--- config.mk ---
export PLATFORM = sky130hd
export DESIGN_NAME = instruction_fetch_flat
export DESIGN_NICKNAME = d
export VERILOG_FILES = /design/src/rtl/instruction_fetch_if.sv /design/src/rtl/instruction_fetch.sv /design/src/flat_wrapper.sv
export SDC_FILE = /design/constraint.sdc
export NUM_CORES = 1
export LEC_CHECK = 0
export ABC_AREA = 1
export CAP_MARGIN = 20
export CORE_MARGIN = 2
export CORE_UTILIZATION = 50
export CTS_BUF_LIST = sky130_fd_sc_hd__clkbuf_4
export CTS_CLUSTER_SIZE = 12
export DETAILED_ROUTE_END_ITERATION = 8
export MAX_ROUTING_LAYER = met4
export PLACE_DENSITY = 0.75
export SLEW_MARGIN = 40
export SYNTH_ARGS = -nofsm -noshare
export SYNTH_HDL_FRONTEND = slang
export SYNTH_SLANG_ARGS = --single-unit
--- constraint.sdc ---
create_clock -name clk -period 16.7 [get_ports clk]
set_clock_uncertainty 0.1 [all_clocks]
set_input_delay 5.01 -clock clk [delete_from_list [all_inputs] [get_ports clk]]
set_output_delay 5.01 -clock clk [all_outputs]
set_load 0.005 [all_outputs]
--- src/rtl/instruction_fetch_if.sv ---
// Signal bundle around the fetch stage: instruction-memory port, redirect from
// execute and the {instruction, pc} handshake towards decode.
interface instruction_fetch_if;
    logic        imem_req_valid;
    logic        imem_req_ready;
    logic [31:0] imem_req_addr;
    logic        imem_resp_valid;
    logic [31:0] imem_resp_data;
    logic        redirect_valid;
    logic [31:0] redirect_pc;
    logic        instr_valid;
    logic        instr_ready;
    logic [31:0] instruction;
    logic [31:0] instruction_pc;

    modport master (
        output imem_req_valid, imem_req_addr, instr_valid, instruction, instruction_pc,
        input  imem_req_ready, imem_resp_valid, imem_resp_data, redirect_valid, redirect_pc,
               instr_ready
    );

    modport slave (
        input  imem_req_valid, imem_req_addr, instr_valid, instruction, instruction_pc,
        output imem_req_ready, imem_resp_valid, imem_resp_data, redirect_valid, redirect_pc,
               instr_ready
    );
endinterface

--- src/rtl/instruction_fetch.sv ---
// Fetch stage: PC register, credit-limited requests to instruction memory, PC-tag
// queue for in-order responses, and a small output FIFO towards decode.
module instruction_fetch #(
    parameter logic [31:0] RESET_PC        = 32'h0000_0000,
    parameter int          FIFO_DEPTH      = 2,
    parameter int          MAX_OUTSTANDING = 2
) (
    input logic                 clk,
    input logic                 rst_n,
    instruction_fetch_if.master bus
);
    localparam int PTR_W = $clog2(FIFO_DEPTH);
    localparam int TAG_W = (MAX_OUTSTANDING > 1) ? $clog2(MAX_OUTSTANDING) : 1;
    localparam int CNT_W = $clog2(MAX_OUTSTANDING + FIFO_DEPTH + 1);

    logic [31:0]      fetch_pc;
    logic [CNT_W-1:0] in_flight;
    logic [CNT_W-1:0] drop_cnt;
    logic [CNT_W-1:0] in_flight_next;
    logic [CNT_W-1:0] live;
    logic [CNT_W-1:0] occupancy;
    logic [PTR_W:0]   wr_ptr;
    logic [PTR_W:0]   rd_ptr;
    logic [PTR_W:0]   fifo_count;
    logic [TAG_W-1:0] tag_wr;
    logic [TAG_W-1:0] tag_rd;
    logic [31:0]      fifo_instr [FIFO_DEPTH];
    logic [31:0]      fifo_pc    [FIFO_DEPTH];
    logic [31:0]      tag_pc     [MAX_OUTSTANDING];

    logic req_hs;
    logic resp_ok;
    logic push;
    logic pop;
    logic redirect;
    logic unused_redirect_bits;

    function automatic logic [TAG_W-1:0] tag_inc(input logic [TAG_W-1:0] p);
        return (p == TAG_W'(MAX_OUTSTANDING - 1)) ? '0 : p + TAG_W'(1);
    endfunction

    assign fifo_count = wr_ptr - rd_ptr;
    assign live       = in_flight - drop_cnt;
    assign occupancy  = live + CNT_W'(fifo_count);

    // Gated by rst_n so no request can be accepted in a reset cycle and answered afterwards.
    assign bus.imem_req_valid = rst_n
                             && (in_flight < CNT_W'(MAX_OUTSTANDING))
                             && (occupancy < CNT_W'(FIFO_DEPTH));
    assign bus.imem_req_addr  = fetch_pc;
    assign bus.instr_valid    = (fifo_count != '0);

    assign redirect       = bus.redirect_valid;
    assign req_hs         = bus.imem_req_valid && bus.imem_req_ready;
    assign resp_ok        = bus.imem_resp_valid && (in_flight != '0);
    assign push           = resp_ok && (drop_cnt == '0) && !redirect;
    assign pop            = bus.instr_valid && bus.instr_ready && !redirect;
    assign in_flight_next = in_flight + CNT_W'(req_hs) - CNT_W'(resp_ok);

    assign unused_redirect_bits = ^bus.redirect_pc[1:0];

    always_comb begin
        // NOTE: every output gets a default before any branch, so no latch is inferred.
        bus.instruction    = '0;
        bus.instruction_pc = '0;
        if (bus.instr_valid) begin
            bus.instruction    = fifo_instr[rd_ptr[PTR_W-1:0]];
            bus.instruction_pc = fifo_pc[rd_ptr[PTR_W-1:0]];
        end
    end

    // NOTE: sequential state uses non-blocking assignments so every register samples pre-edge values.
    always_ff @(posedge clk) begin
        if (!rst_n) begin
            fetch_pc  <= RESET_PC;
            in_flight <= '0;
            drop_cnt  <= '0;
            wr_ptr    <= '0;
            rd_ptr    <= '0;
            tag_wr    <= '0;
            tag_rd    <= '0;
        end else begin
            in_flight <= in_flight_next;
            if (redirect) begin
                // Everything still outstanding after this edge is stale, including this cycle's request.
                fetch_pc <= {bus.redirect_pc[31:2], 2'b00};
                drop_cnt <= in_flight_next;
                wr_ptr   <= '0;
                rd_ptr   <= '0;
                tag_wr   <= '0;
                tag_rd   <= '0;
            end else begin
                if (req_hs) begin
                    fetch_pc <= fetch_pc + 32'd4;
                    tag_wr   <= tag_inc(tag_wr);
                end
                if (resp_ok && (drop_cnt != '0)) begin
                    drop_cnt <= drop_cnt - CNT_W'(1);
                end
                if (push) begin
                    wr_ptr <= wr_ptr + (PTR_W + 1)'(1);
                    tag_rd <= tag_inc(tag_rd);
                end
                if (pop) begin
                    rd_ptr <= rd_ptr + (PTR_W + 1)'(1);
                end
            end
        end
    end

    // NOTE: storage arrays carry no reset; pointers alone decide which entries are valid.
    always_ff @(posedge clk) begin
        if (req_hs && !redirect) begin
            tag_pc[tag_wr] <= fetch_pc;
        end
        if (push) begin
            fifo_instr[wr_ptr[PTR_W-1:0]] <= bus.imem_resp_data;
            fifo_pc[wr_ptr[PTR_W-1:0]]    <= tag_pc[tag_rd];
        end
    end

    resp_without_request: assert property (@(posedge clk) disable iff (!rst_n)
        !(bus.imem_resp_valid && (in_flight == '0)));

endmodule

--- src/flat_wrapper.sv ---
// flat-port wrapper written by rule: the top's interface ports become plain ports
module instruction_fetch_flat 
#(
    parameter logic [31:0] RESET_PC        = 32'h0000_0000,
    parameter int          FIFO_DEPTH      = 2,
    parameter int          MAX_OUTSTANDING = 2
)
  (clk, rst_n, bus_imem_req_valid, bus_imem_req_addr, bus_instr_valid, bus_instruction, bus_instruction_pc, bus_imem_req_ready, bus_imem_resp_valid, bus_imem_resp_data, bus_redirect_valid, bus_redirect_pc, bus_instr_ready);
  instruction_fetch_if bus_i ();
  input logic clk;
  input logic rst_n;
  output wire logic [$bits(bus_i.imem_req_valid)-1:0] bus_imem_req_valid;
  output wire logic [$bits(bus_i.imem_req_addr)-1:0] bus_imem_req_addr;
  output wire logic [$bits(bus_i.instr_valid)-1:0] bus_instr_valid;
  output wire logic [$bits(bus_i.instruction)-1:0] bus_instruction;
  output wire logic [$bits(bus_i.instruction_pc)-1:0] bus_instruction_pc;
  input wire logic [$bits(bus_i.imem_req_ready)-1:0] bus_imem_req_ready;
  input wire logic [$bits(bus_i.imem_resp_valid)-1:0] bus_imem_resp_valid;
  input wire logic [$bits(bus_i.imem_resp_data)-1:0] bus_imem_resp_data;
  input wire logic [$bits(bus_i.redirect_valid)-1:0] bus_redirect_valid;
  input wire logic [$bits(bus_i.redirect_pc)-1:0] bus_redirect_pc;
  input wire logic [$bits(bus_i.instr_ready)-1:0] bus_instr_ready;
  assign bus_imem_req_valid = bus_i.imem_req_valid;
  assign bus_imem_req_addr = bus_i.imem_req_addr;
  assign bus_instr_valid = bus_i.instr_valid;
  assign bus_instruction = bus_i.instruction;
  assign bus_instruction_pc = bus_i.instruction_pc;
  assign bus_i.imem_req_ready = bus_imem_req_ready;
  assign bus_i.imem_resp_valid = bus_imem_resp_valid;
  assign bus_i.imem_resp_data = bus_imem_resp_data;
  assign bus_i.redirect_valid = bus_redirect_valid;
  assign bus_i.redirect_pc = bus_redirect_pc;
  assign bus_i.instr_ready = bus_instr_ready;
  instruction_fetch #(.RESET_PC(RESET_PC), .FIFO_DEPTH(FIFO_DEPTH), .MAX_OUTSTANDING(MAX_OUTSTANDING)) u_core (.clk(clk), .rst_n(rst_n), .bus(bus_i));
endmodule
# After elaboration in Yosys (flattened, before gate mapping)
# Memories as Yosys holds them, arrays and structs flattened. A register that Yosys moved wholly into a read port is not among the register bits.
# Cells that the tools add are included.
[word_totals]
inputBits = 70
memories = 3
register_bits = 44
word_cells = 61
ramBits = 192
output_inout_bits = 98
[op_classes]
bitwise_logic = 1
add_sub_neg = 11
magnitude_cmp = 2
reduce_logical = 18
muxes = 18
[memory_table]
columns = ["memory", "words", "width", "rd", "rd_clocked_by_memory_dff", "wr", "line", "text"]
rows = [
  ["u_core.fifo_instr", 2, 32, 1, 1, 1, "instruction_fetch.sv:27", "logic [31:0] fifo_instr [FIFO_DEPTH];"],
  ["u_core.fifo_pc", 2, 32, 1, 1, 1, "instruction_fetch.sv:28", "logic [31:0] fifo_pc [FIFO_DEPTH];"],
  ["u_core.tag_pc", 2, 32, 1, 1, 1, "instruction_fetch.sv:29", "logic [31:0] tag_pc [MAX_OUTSTANDING];"],
]
[op_table]
columns = ["op", "n"]
rows = [
  ["32-bit 2-to-1 mux", 4],
  ["32-bit by 3-bit adder with 32-bit output (second input constant)", 1],
  ["1-bit 2-to-1 mux", 12],
  ["1-bit logical AND", 10],
  ["3-bit by 2-bit < comparator with 1-bit output (second input constant)", 2],
  ["3-bit 2-to-1 mux", 2],
  ["2-bit nonzero test", 3],
  ["3-bit nonzero test", 2],
  ["2-bit by 1-bit adder with 2-bit output (second input constant)", 2],
  ["3-bit by 1-bit adder with 3-bit output", 1],
  ["3-bit by 2-bit adder with 3-bit output", 1],
  ["3-bit logical NOT", 1],
  ["3-bit by 1-bit subtractor with 3-bit output", 1],
  ["3-bit by 1-bit subtractor with 3-bit output (second input constant)", 1],
  ["3-bit subtractor", 1],
  ["1-bit adder (second input constant)", 2],
  ["2-bit OR reduction", 1],
  ["2-bit subtractor", 1],
  ["1-bit logical NOT", 1],
  ["1-bit inverter", 1],
]

# Depth between registers and ports, before layout
[depth]
depth_word = 8
depth_mapped = 21

# Worst setup path after synthesis
# Ideal clock, no wire load.
[synth_timing]
path_kind = "input port to output port"
startpoint = "in rst_n"
endpoint = "out bus_imem_req_valid"
path_buffers = 0
stages = 3
slack_ns = 6.140
t_required_ns = 11.590
arrival_time_ns = 5.450
path_cell_list = "inv_2 -> nor3_4 -> and2_1"
[synth_between]
elab_chain_len = 2
[synth_rtl]
columns = ["element", "line", "text"]
rows = [
  ["start, declared", "flat_wrapper.sv:11", "input logic rst_n;"],
  ["1-bit logical AND", "instruction_fetch.sv:48", "&& (in_flight < CNT_W'(MAX_OUTSTANDING))"],
  ["1-bit logical AND", "instruction_fetch.sv:49", "&& (occupancy < CNT_W'(FIFO_DEPTH));"],
  ["end, declared", "flat_wrapper.sv:12", "output wire logic [$bits(bus_i.imem_req_valid)-1:0] bus_imem_req_valid;"],
]
# No other way between the ends.

# Final worst setup path
# Ends and elaborated chain as after synthesis.

==> run summary <==
The flow ran to the end, and the final reports show no timing, DRC or antenna violations. The area growth from synthesis to layout is 25.1%. The mean number of vias per cell came out at 4.95. The routability congestion estimate from global placement came out at 0.940.

The fraction of registers with async set/reset is 0%. The final critical path time including I/O delays and setup came out at 11.96 ns. Power comes to 1.30 mW. The endpoint identified for the worst register-to-register timing path is u_core.drop_cnt[2]$_SDFFE_PN0P_. The biggest area contributor in the post-synthesis netlist is sky130_fd_sc_hd__edfxtp_1. The synthesized-area fraction occupied by ao, oa, aoi and oai cells came out at between 6 and 7%. Among all flip-flop cells after synthesis, the most frequent one is sky130_fd_sc_hd__edfxtp_1. The maximum level of the CTS H-tree is 2. The total of fill cells in the finished design came out at between 1500 and 2000. Summed over all nets, the switching power comes to 0.336 mW. The number of cells upsized or downsized after cts came out at 0.

By area, the combinational part of the netlist is dominated by simple AND/OR/NAND/NOR gates. The share of cell area taken by muxes after synthesis is 3.39%. Walking the worst path, the cells encountered are clkdlybuf4s50_1 > inv_2 > nor3_4 > and2_1 > clkdlybuf4s50_1. The category of the worst setup path launch point is an input port. The overall routing resource usage is 21.3%. The leakage power figure is 4.46 nW. The final max-slew violation count came to 0. The arrival time of data at the critical path endpoint came out at 6.85 ns. The number of primary I/O pins came out at 168. The average wire per standard cell came out at 14.8 µm.

The root buffer cell is sky130_fd_sc_hd__clkbuf_4. The worst hold path was traced through 2 stages. The adder-cell area share of the yosys netlist came out at 1.61%.

The type of the tightest min-delay check is flip-flop to flip-flop. The iteration-0 DRC count of the detailed router came out at 351. The global-route wire length before repair came out at ~35 mm. On the critical path the largest part of the delay comes from buffers and inverters. The via count of the first global-routing pass is 7087. After synthesis, the most frequently instantiated cells are sky130_fd_sc_hd__nand2_1, sky130_fd_sc_hd__edfxtp_1, sky130_fd_sc_hd__nor2_1.

The basic-gate share of the synthesized area counting and, or, nand and nor cells came out at between 10% and 20%. The post-route cell area came out at 0.0125 mm². The worst register-to-register path begins at u_core.wr_ptr[0]$_SDFFE_PP0P_.

The per-instance average area after synthesis came out at 10.4 µm². Counting along the longest clock path gives a buffer depth of 3. The die outline height came out at 145 µm. The worst slew margin relative to its limit is 49.1%. After clock tree synthesis, the clock-pin slew on the worst setup and hold paths is ~0.06 ns. The final setup violation count is 0. The HPWL after detailed placement is 13.4 mm. The synthesized cell area is 0.00996 mm². The maximum achievable frequency is 83.6 MHz. By area the synthesized netlist is led by sky130_fd_sc_hd__edfxtp_1, sky130_fd_sc_hd__nand2_1, sky130_fd_sc_hd__dfxtp_1. The largest fanout on the critical path is 33. The count of antenna-violating nets left after detailed routing is 0. Summing the sequential cell areas from Yosys gives between 60% and 70% of the chip area.

In this run the post-CTS setup repair buffer count came out at 0. The total overflow left after global routing is 0. The data required time of the critical path is roughly 12 ns. The most numerous cell type found on the critical path is sky130_fd_sc_hd__clkdlybuf4s50_1. The number of input and output port buffers inserted came out at 161. Entering global routing, the biggest net connects 64 pins. The number of warnings issued by yosys is 0. The number of instances in the synthesized netlist came out at approximately 960. The final-layout setup total negative slack came out at 0 ns. The part of the power in registers is 52.0%. The length in cells of the worst reg-to-reg path came out at 16. The capturing element type of the critical path is an output pin. The slowest stage of the critical path is the sky130_fd_sc_hd__clkdlybuf4s50_1 cell.

IR analysis of the VDD net gives a maximum drop of 0.0760 mV. The routed design has 21.6 mm of wire. The core footprint came out at 0.0195 mm².

The die footprint came out at 0.0211 mm². In this run switching power makes up 25.8% of total power. The ratio of cells with drive above 1 in the final layout is between 10% and 20%.

The area after detailed placement came out at 0.0118 mm². The internal portion of total power came out at 0.965 mW. The number of detailed-routing iterations run before antenna repair came out at 5. The count of final hold-check violations is 0. Of the available clock period, the critical path in the final layout requires 71.6%. The worst-margin pin slew is 0.764 ns. The synthesized design contains 184 enable-type register cells. The largest single stage delay on the critical path is around 0.57 ns. Buffers inserted to repair hold after CTS numbered 0.

The number of clock buffers inserted by TritonCTS came out at 57. The number of sinks on the clock net is 228. The clock network is responsible for roughly 33% of the overall power. In the post-synthesis netlist, the cell with the most instances is sky130_fd_sc_hd__nand2_1. Max-cap violations in this run came to 0. The initial antenna violation count is 1. The critical path contains buffers and inverters numbering 3 combined. The register bit count reported by yosys came out at 228.

Of the total power, combinational logic draws 14.7%. The routed layout has 7209 vias. TritonCTS built the clock tree. The distinct cell type count of the synthesized netlist came out at 36. The number of nets at the end of the flow is 1228. The total power divided by cell area came out at roughly 100 mW/mm². The effective utilization at floorplan is approximately half. The floorplan step set the die width to 145 µm. The worst-skew pair later-pin latency came out at 0.65 ns.

The xor/xnor cell area share of the yosys netlist is 1.23%. After detailed routing, the number of remaining DRC violations is 0. In this run the most critical hold path is launched from u_core.tag_rd$_SDFFE_PP0P_. The portion of synthesized cell area occupied by the leading cell type is a little under three fifths. The worst setup path category is input port to output pin. In this run the core area contains just over 50 standard-cell rows. Setup repair after global routing left no endpoint under its margin. The worst setup slack for register-to-register paths came out at 12.23 ns.
[power groups by stage]
stage	Clock (mW)	Sequential, mW	Combinational [mW]
final	0.433	0.677	0.191
after global routing	0.480	0.680	0.216
after CTS	0.449	0.677	0.193
after detailed placement	0	0.689	0.192
after global placement	0	0.687	0.186
after floorplan	0	0.683	0.123
[registers in the layout, summed over array words and instances (netlist names), 2 cells and up, named ones only]
register                  flops
u_core.tag_pc                60
u_core.rd_ptr                 2
u_core.in_flight              3
u_core.fifo_instr            64
u_core.drop_cnt               3
u_core.bus.imem_req_addr     30
u_core.wr_ptr                 2
u_core.fifo_pc               60
[through the flow]
step / util [%] / hold WS, ns / std cells / setup slack (ns)
2_1_floorplan: - / 0.353 / 960 / 6.14
3_3_place_gp: 60.2 / 0.363 / 1353 / 4.74
5_1_grt: 63.8 / 0.431 / 1455 / 4.64
4_1_cts: 63.8 / 0.375 / 1454 / 4.73
6_report: 63.8 / 0.383 / 1455 / 4.74
3_5_place_dp: 60.2 / 0.375 / 1353 / 4.75
[layer usage]
| metal | vias up | GRT usage [%] | share of wire [%] |
|---|---|---|---|
| li1 | 3625 | - | - |
| met5 | - | - | 0 |
| met4 | 0 | 6.37 | 1.9 |
| met1 | 3313 | 27.6 | 45 |
| met3 | 39 | 4.50 | 6.3 |
| met2 | 232 | 34.0 | 47 |
[how the worst max path moves through the flow]
stage | startpoint | end | slack, ns | depth (start not counted)
floorplan | rst_n | bus_imem_req_valid | 6.14 | 3
global placement | rst_n | bus_imem_req_valid | 4.74 | 5
detailed placement | rst_n | bus_imem_req_valid | 4.75 | 5
CTS | rst_n | bus_imem_req_valid | 4.73 | 5
global route | rst_n | bus_imem_req_valid | 4.64 | 5
finish | rst_n | bus_imem_req_valid | 4.74 | 5
[layout by cell type, fill, tap and decap left out, drive strengths merged, types with 4 or more instances in the layout]
master           n
clkinv          18
a21oi           91
xor2             6
o21ai           12
nand3           39
nor2           104
inv             55
edfxtp         184
mux2            30
clkdlybuf4s50  161
buf              9
clkbuf          82
nand2          315
ha               8
conb             4
dfxtp           44
xnor2            8
[logic make-up after synthesis]
logic type,Yosys count
AO/OA/AOI/OAI,111
XOR/XNOR,14
adder cells (fa/ha/maj),11
buffers and inverters,97
flip-flops,228
multiplexers,30
other,1
AND/OR/NAND/NOR,465
[worst min-delay path, delay by kind of cell, from the launching register on]
| kind | cells | cell delay (ns) |
|---|---|---|
| flops | 1 | 0.30 |
| compound gates | 1 | 0.06 |
| buf+inv | 1 | 0.08 |
[layout make-up]
cell class                 instances  area (µm²)  share of cell area, %
tap                              265         332                   2.66
multi-input combinational        635        3130                   25.1
clock buffer                      82         616                   4.94
antenna                            1        2.50                 0.0201
sequential                       228        6410                   51.4
clock inverter                    19        80.1                  0.643
inverter                          55         209                   1.68
timing repair buffer             170        1690                   13.5
Note: power is estimated with default switching activity, not from simulation.
==> patch (config.mk and constraints unchanged) <==
Make the reset (`rst_n`) asynchronous in one clocked block.
--- a/src/rtl/instruction_fetch.sv
+++ b/src/rtl/instruction_fetch.sv
@@ -70,7 +70,7 @@
     end
 
     // NOTE: sequential state uses non-blocking assignments so every register samples pre-edge values.
-    always_ff @(posedge clk) begin
+    always_ff @(posedge clk or negedge rst_n) begin
         if (!rst_n) begin
             fetch_pc  <= RESET_PC;
             in_flight <= '0;
Behaviour: differs if rst_n is asserted again (counterexample within 4 cycles, from zero or initial values and one cycle with rst_n low); with rst_n held inactive, the same outputs for 4 cycles.
==> patch against the original RTL <==
Wire length is 0.52% higher; worst setup slack better by 390 ps; sequential cell count is 2 lower; cell area hardly changed; count of clock-buffer cells in the layout is 4 lower; synthesized cell count is 3.6% higher; non-clock buffer count is 1 higher; die area is 0.27% higher; area after synthesis is 0.28% higher; worst hold slack better by 44 ps; sequential share of layout area is 1.3 points higher; critical path type unchanged; critical endpoint unchanged; largest cell class unchanged.
Power is not compared: it rests on default switching activity, and its combinational part moved more than twofold at a synthesized area within 25%.
==> patch: results (changes against the original RTL) <==
Post-CTS Setup Inserts=0 (unchanged); Area after DPL=0.0118 mm² (about the same); TritonCTS Buffers=54 (was 57); later-pin clock latency in the skew report=630 ps (was 650 ps); met2 Usage GRT=0.338 (was 0.340); NumNets Final=1260 (was 1228); ranking of synthesized cells by area=edfxtp_1 55%, nand2_1 17%, dfrtp_1 11%, a21oi_1 3.2%, nand3_1 2.8% (was edfxtp_1 55%, nand2_1 12%, dfxtp_1 8.8%, a21oi_1 4.2%, nor2_1 3.7%); met1 Resource Use GR=0.283 (was 0.276); Reg clk slew, reported paths=70 ps; global placement routability congestion=0.979 (was 0.940); critical path's largest stage delay=480 ps (was 570 ps); synthesized flop and latch total=226 (was 228); outcome=finished clean (unchanged); actual slew at the worst max-slew pin=733 ps (was 764 ps); WP data arrival=6460 ps (was 6850 ps); top cells by count, synth=440 x nand2_1, 184 x edfxtp_1, 63 x a21oi_1, 55 x nand3_1, 45 x nor2_1 (was 309 x nand2_1, 184 x edfxtp_1, 99 x nor2_1, 84 x a21oi_1, 49 x inv_1); post-DP HPWL=13.7 mm (was 13.4 mm); CP Max Fanout=43 (was 33); Detailed Route WL=21.7 mm (was 21.6 mm); first-pass GRT wire length=36.0 mm (was 35.2 mm); max reg flops=64 (unchanged); Pre-antenna DRT Iters=4 (was 5); unique cell type count in the Yosys netlist=31 (was 36); pin count of the biggest net entering global routing=66 (was 64); worst min-delay path class=reg2reg (unchanged); GRT Util Overall=0.216 (was 0.213); 1st-iter DRT viols=431 (was 351); post-synthesis sequential area ratio=0.659 (was 0.643); FFs w/ async S/R, synth=0.186 (was 0); M3 GR Usage=0.0440 (was 0.0450); via count=7415 (was 7209); vias in the first global route=7310 (was 7087); share of post-route cells with drive strength above 1=0.0961 (was 0.134)
## patch: critical path: cells and delay by family
kind	cells	cell delay (ps)
buffers and inverters	5	1190
and+or+nand+nor	2	210
## patch: stage by stage
stage	hold slack, ps	util	setup WS, ps	total power, mW	std cells
2_1_floorplan	404	-	6310	0.979	994
3_3_place_gp	412	0.605	5120	1.21	1388
3_5_place_dp	424	0.605	5110	1.22	1388
4_1_cts	419	0.638	5120	1.65	1483
5_1_grt	465	0.639	4990	1.74	1484
6_report	427	0.639	5130	1.63	1484
## patch: final cells by class
class / instances / area (µm²)
diodes: 1 / 2.50
clock buffers: 78 / 586
clock inverters: 17 / 66.3
fillers: 1604 / 7050
inverters: 48 / 183
multi-input cells: 678 / 3040
flip-flops and latches: 226 / 6580
well taps: 265 / 332
repair buffers: 171 / 1690
## patch: per-layer routing
metal	vias up	part of all wire
met5	-	0
met2	264	0.47
li1	3689	-
met4	0	0.022
met3	46	0.066
met1	3416	0.44
## patch: cells by family after synthesis
| family | synth area share |
|---|---|
| AOI/OAI and AO/OA | 0.0427 |
| buffers and inverters | 0.0400 |
| other | 0.000376 |
| adders and majority gates | 0.0160 |
| xor gates and xnor gates | 0.0132 |
| and+or+nand+nor | 0.229 |
| DFF | 0.659 |
## patch: power breakdown
group          switching, mW  internal [mW]  total [mW]
combinational          0.261          0.228       0.489
sequential            0.0462          0.675       0.721
clock                  0.203          0.214       0.417
total                  0.511           1.12        1.63
## patch: path summary, 6_finish.rpt
path	startpoint	to	slack, ps	depth (start not counted)
hold reg to reg	u_core.tag_pc[0][15]	u_core.fifo_pc[1][15]	430	2
min in group asynchronous	rst_n	u_core.bus.imem_req_addr[22]	4340	2
max in group asynchronous	rst_n	u_core.rd_ptr[0]	11690	2
setup / recovery	rst_n	bus_imem_req_valid	5130	7
hold / removal	u_core.tag_pc[0][15]	u_core.fifo_pc[1][15]	430	2
setup reg to reg	u_core.wr_ptr[0]	u_core.tag_pc[0][27]	12650	14
